[src/rtl/tts_pkg.sv]
// Shared definitions for the truth-table sequencer slice.
// Holds the FSM state encoding and the default expected truth table.
package tts_pkg;

  localparam logic [1:0] S_IDLE  = 2'd0;
  localparam logic [1:0] S_DRIVE = 2'd1;
  localparam logic [1:0] S_DONE  = 2'd2;

  // 3-input majority: output is 1 at indices 3, 5, 6 and 7.
  localparam logic [7:0] MAJ3_TT = 8'hE8;

  typedef enum logic [1:0] {
    ST_IDLE  = S_IDLE,
    ST_DRIVE = S_DRIVE,
    ST_DONE  = S_DONE
  } state_t;

endpackage

[src/rtl/truth_table_sequencer_settle_timer.sv]
// settle_timer: 4-bit settle counter for the truth-table sequencer.
// Ports:
//   clk  - clock, rising edge
//   rst  - synchronous active-high reset
//   clr  - synchronous clear (count back to 0)
//   en   - count enable
//   tc   - terminal count, high while count == SETTLE-1
// The count wraps to 0 on the enabled cycle where tc is high, so each
// vector gets exactly SETTLE cycles.
module settle_timer #(
  parameter int SETTLE = 1
) (
  input  logic clk,
  input  logic rst,
  input  logic clr,
  input  logic en,
  output logic tc
);

  localparam logic [3:0] TC_VAL = 4'(SETTLE - 1);

  logic [3:0] count_r;

  // Settle counter: cleared outside DRIVE, wraps at terminal count.
  always_ff @(posedge clk) begin
    if (rst) begin
      count_r <= 4'd0;
    end else if (clr) begin
      count_r <= 4'd0;
    end else if (en) begin
      if (tc) begin
        count_r <= 4'd0;
      end else begin
        count_r <= count_r + 4'd1;
      end
    end else begin
      count_r <= count_r;
    end
  end

  assign tc = (count_r == TC_VAL);

endmodule

[src/rtl/truth_table_sequencer.sv]
// truth_table_sequencer: walks a 3-input, 2-output combinational unit
// through all eight input vectors, captures both outputs into truth-table
// registers, flags any disagreement and checks y1 against EXPECTED.
// Ports:
//   clk, rst        - clock and synchronous active-high reset
//   start           - run request, honoured only in IDLE
//   y1, y2          - function-unit outputs being sampled
//   a, b, c         - drive vector (a = idx[2], b = idx[1], c = idx[0])
//   busy            - high while vectors are applied
//   done            - one-cycle pulse at end of run
//   tt1, tt2        - captured truth tables (bit i = output at index i)
//   diff            - sticky y1/y2 disagreement flag for the current run
//   first_diff      - index of first disagreement, 0 if none
//   pass            - !diff && tt1 == EXPECTED, valid from done onward
module truth_table_sequencer
  import tts_pkg::*;
#(
  parameter int         SETTLE   = 1,
  parameter logic [7:0] EXPECTED = MAJ3_TT
) (
  input  logic       clk,
  input  logic       rst,
  input  logic       start,
  input  logic       y1,
  input  logic       y2,
  output logic       a,
  output logic       b,
  output logic       c,
  output logic       busy,
  output logic       done,
  output logic [7:0] tt1,
  output logic [7:0] tt2,
  output logic       diff,
  output logic [2:0] first_diff,
  output logic       pass
);

  state_t     state_r;
  logic [2:0] idx_r;
  logic       tc_s;
  logic       timer_clr_s;
  logic       timer_en_s;
  logic [7:0] tt1_next_s;
  logic [7:0] tt2_next_s;
  logic       diff_next_s;
  logic [2:0] first_diff_next_s;
  logic [2:0] idx_next_s;

  assign timer_en_s  = (state_r == ST_DRIVE);
  assign timer_clr_s = (state_r != ST_DRIVE);

  settle_timer #(
    .SETTLE(SETTLE)
  ) u_settle_timer (
    .clk (clk),
    .rst (rst),
    .clr (timer_clr_s),
    .en  (timer_en_s),
    .tc  (tc_s)
  );

  // Capture values as they will look after sampling the current index;
  // pass is computed from these so the last vector is included.
  always_comb begin
    tt1_next_s         = tt1;
    tt2_next_s         = tt2;
    tt1_next_s[idx_r]  = y1;
    tt2_next_s[idx_r]  = y2;
    idx_next_s         = idx_r + 3'd1;
    if ((y1 != y2) && !diff) begin
      diff_next_s       = 1'b1;
      first_diff_next_s = idx_r;
    end else begin
      diff_next_s       = diff;
      first_diff_next_s = first_diff;
    end
  end

  // Sequencer FSM with all outputs registered.
  always_ff @(posedge clk) begin
    if (rst) begin
      state_r    <= ST_IDLE;
      idx_r      <= 3'd0;
      a          <= 1'b0;
      b          <= 1'b0;
      c          <= 1'b0;
      busy       <= 1'b0;
      done       <= 1'b0;
      tt1        <= 8'd0;
      tt2        <= 8'd0;
      diff       <= 1'b0;
      first_diff <= 3'd0;
      pass       <= 1'b0;
    end else begin
      case (state_r)
        ST_IDLE: begin
          done <= 1'b0;
          a    <= 1'b0;
          b    <= 1'b0;
          c    <= 1'b0;
          if (start) begin
            state_r    <= ST_DRIVE;
            idx_r      <= 3'd0;
            busy       <= 1'b1;
            tt1        <= 8'd0;
            tt2        <= 8'd0;
            diff       <= 1'b0;
            first_diff <= 3'd0;
            pass       <= 1'b0;
          end else begin
            busy <= 1'b0;
          end
        end
        ST_DRIVE: begin
          if (tc_s) begin
            tt1        <= tt1_next_s;
            tt2        <= tt2_next_s;
            diff       <= diff_next_s;
            first_diff <= first_diff_next_s;
            if (idx_r == 3'd7) begin
              state_r <= ST_DONE;
              busy    <= 1'b0;
              done    <= 1'b1;
              a       <= 1'b0;
              b       <= 1'b0;
              c       <= 1'b0;
              pass    <= !diff_next_s && (tt1_next_s == EXPECTED);
            end else begin
              idx_r <= idx_next_s;
              a     <= idx_next_s[2];
              b     <= idx_next_s[1];
              c     <= idx_next_s[0];
            end
          end else begin
            // Hold the current vector until the settle time expires.
            a <= idx_r[2];
            b <= idx_r[1];
            c <= idx_r[0];
          end
        end
        ST_DONE: begin
          state_r <= ST_IDLE;
          done    <= 1'b0;
          busy    <= 1'b0;
          idx_r   <= 3'd0;
        end
        default: begin
          state_r <= ST_IDLE;
          idx_r   <= 3'd0;
          busy    <= 1'b0;
          done    <= 1'b0;
          a       <= 1'b0;
          b       <= 1'b0;
          c       <= 1'b0;
        end
      endcase
    end
  end

endmodule

[config.mk]
export PLATFORM = sky130hd
export DESIGN_NAME = truth_table_sequencer
export DESIGN_NICKNAME = d
export VERILOG_FILES = /design/src/rtl/tts_pkg.sv /design/src/rtl/truth_table_sequencer_settle_timer.sv /design/src/rtl/truth_table_sequencer.sv
export SDC_FILE = /design/constraint.sdc
export NUM_CORES = 1
export LEC_CHECK = 0
export CAP_MARGIN = 5
export CORE_MARGIN = 8
export CORE_UTILIZATION = 56
export DETAILED_ROUTE_END_ITERATION = 10
export MAX_ROUTING_LAYER = met4
export PLACE_DENSITY = 0.86
export SETUP_SLACK_MARGIN = 0.4
export SLEW_MARGIN = 15
export SYNTH_ARGS = -nofsm -noshare
export SYNTH_HDL_FRONTEND = slang
export SYNTH_SLANG_ARGS = --single-unit
[constraint.sdc]
create_clock -name clk -period 3.5 [get_ports clk]
set_clock_uncertainty 0.1 [all_clocks]
set_input_delay 0.35 -clock clk [delete_from_list [all_inputs] [get_ports clk]]
set_output_delay 0.35 -clock clk [all_outputs]
set_load 0.01 [all_outputs]
==> flow_summary.ini <==
[placement]
dp_cells = 266
place_congestion = 0.912
dp_hpwl_um = 3170
placed_area_um2 = 2080
port_buffers = 30
dp_slack_ns = 1.21

[layout]
multiInputGateArea_um2 = 991
final_core_util_pct = 70.9
post-route-cell-area_um2 = 2160
fillers = 265
stdcell_count = 274
diodes = 0
register_area_um2 = 701
area_growth_pct = 21.3
drive_gt1_share_pct = 9.57
finalNetCount = 238

[sta]
worst_pin_slew_ns = 0.578
fmax_mhz = 494
finalSetupViolCount = 0
finalHoldViolations = 0
fin_crit_ns = 2.02
fin_hold_ws_ns = 0.362
fin_ws_ns = 1.48
finalCritPeriodShare_pct = 57.8
final-max-slew-violation-count = 0
relSlewSlack_pct = 61.4
rsz0062_at_grt = false
fin_tns_setup_ns = 0

[yosys]
ys_warn_count = 0
synth_cell_types = 50
avgSynthCellArea_um2 = 8.83
async_reset_ff_share_pct = 0
ys_ff_latch = 35
syn-num-nets = 211
syn_area_um2 = 1780
postSynthCellCount = 202
synth_edf_count = 0
synthFlopType = dfxtp_1
synth_seq_area_share_pct = 39.3

[floorplanning]
initial_utilization_pct = 58.4
die_x_um = 72.4
die_h_um = 72.4
design.core.area_um2 = 3050
die_area_um2 = 5250
rows = 20
io_pins = 31

[hold_path]
hp-class = flop to flop

[clock_network]
cts_htree_levels = 2
cts_made_buffers = 5
hold_buffers = 0
post_cts_resize_count = 0
clockBufferDepth = 2
cts_setup_buffers = 0
tritoncts = done
clk_latency_ns = 0.33
cts_sinks = 35
clk_pin_slew_ns = 0.10
root_buffer = clkbuf_4

[job]
cap_violations = 0

[route]
routed_wl_um = 4380
wl_per_cell_um = 16.0
drt_pass1_iterations = 4
first_iter_violations = 81
drcViolationCount = 0
drt-vias-per-instance = 5.82
ant_nets = 0
vias = 1596

[power_and_ir_drop]
power_leakage_nw = 0.783
p_total_mw = 0.811
p_per_area_nw_per_um2 = 375
irDropWorstVdd_v = 0.000260

[setup_path]
required_ns = 3.63
crit_path_start_kind = flop
cp.arrival_ns = 2.15
cp_max_fo = 9
crit_type = flop to flop
end_kind = flop

[global_route]
grt_start_max_net_pins = 22
grt_pass1_vias = 1510
grt_antenna_before_repair = 0
grt_pass1_wl_um = 7200
grt_overflow_total = 0
grtUsageTotal_pct = 17.7

[status]
status = finished clean
[worst paths after layout]
kind,slack [ns],cells past startpoint,to,from
worst max-delay path,1.48,6,tt1[3],u_settle_timer.count_r[0]
worst max register to register,1.48,6,tt1[3],u_settle_timer.count_r[0]
worst min register to register,0.36,2,c,c
worst min-delay path,0.36,2,c,c
[synthesized netlist by cell type (3+ instances only)]
cell	instances	area (um^2)
dfxtp_1	35	701
nand2_1	27	101
a21oi_1	14	70.1
nor2_1	13	48.8
o21ai_0	7	35.0
mux2i_1	6	60.1
nor2b_1	6	37.5
nor3b_1	6	45.0
nand2b_1	5	31.3
nor3_1	5	25.0
o211ai_1	5	37.5
o32ai_1	5	43.8
a22oi_1	4	30.0
clkbuf_1	4	15.0
ha_1	4	50.1
mux2_2	4	45.0
nand3_1	4	20.0
o31ai_1	4	30.0
and3_1	3	18.8
inv_1	3	11.3
or3b_1	3	26.3
[cell usage in the layout (no fill, tap or decap), types with 5 or more instances in the layout]
cell             synthesis  layout
mux2i_1                  6       6
o21ai_0                  7       7
nor2b_1                  6       6
o211ai_1                 5       5
o32ai_1                  5       5
clkdlybuf4s50_1          0      30
nor3b_1                  6       6
nor2_1                  13      13
nand2b_1                 5       5
nor3_1                   5       5
clkbuf_4                 0       5
dfxtp_1                 35      35
a21oi_1                 14      14
nand2_1                 27      27
[state kept, by name, summed over array words and instances, names as in the netlist]
name                    flops
a                           1
b                           1
busy                        1
c                           1
diff                        1
done                        1
first_diff                  3
idx_r                       3
pass                        1
state_r                     2
tt1                         8
tt2                         8
u_settle_timer.count_r      4
[critical path, stage by stage (launching register included)]
cell,delay [ns]
dfxtp_1,0.35
inv_1,0.06
ha_1,0.21
or3b_1,0.54
nor2_8,0.22
nand2_4,0.08
o32ai_1,0.35
[logic make-up after synthesis]
kind of cell | Yosys count | share of synthesized area (%)
muxes | 10 | 5.89
adders and majority gates | 4 | 2.81
AOI/OAI and AO/OA | 48 | 18.2
xor gates and xnor gates | 3 | 1.47
buffers and inverters | 16 | 5.12
and+or+nand+nor | 86 | 27.2
DFF | 35 | 39.3
[where the power goes]
part	total [mW]	internal, mW	leakage, nW	switching (mW)
Combinational	0.0940	0.0396	0.452	0.0544
Sequential	0.414	0.404	0.283	0.00974
Clock	0.303	0.169	0.0482	0.134
[per-layer routing]
metal / GRT usage [%] / up-vias / wire length (um)
met1: 22.9 / 752 / 2140
met3: 4.13 / 5 / 249
li1: - / 788 / -
met4: 5.56 / 0 / 57
met2: 26.6 / 51 / 1940
met5: - / - / 0
[cell type report]
class | count | area share, %
timing repair buffer | 32 | 14.6
clock inverter | 2 | 1.62
multi-input combinational | 151 | 45.8
clock buffer | 6 | 2.37
tap | 44 | 2.54
sequential | 35 | 32.4
inverter | 4 | 0.694
No activity file was read; power rests on OpenSTA's default activity.
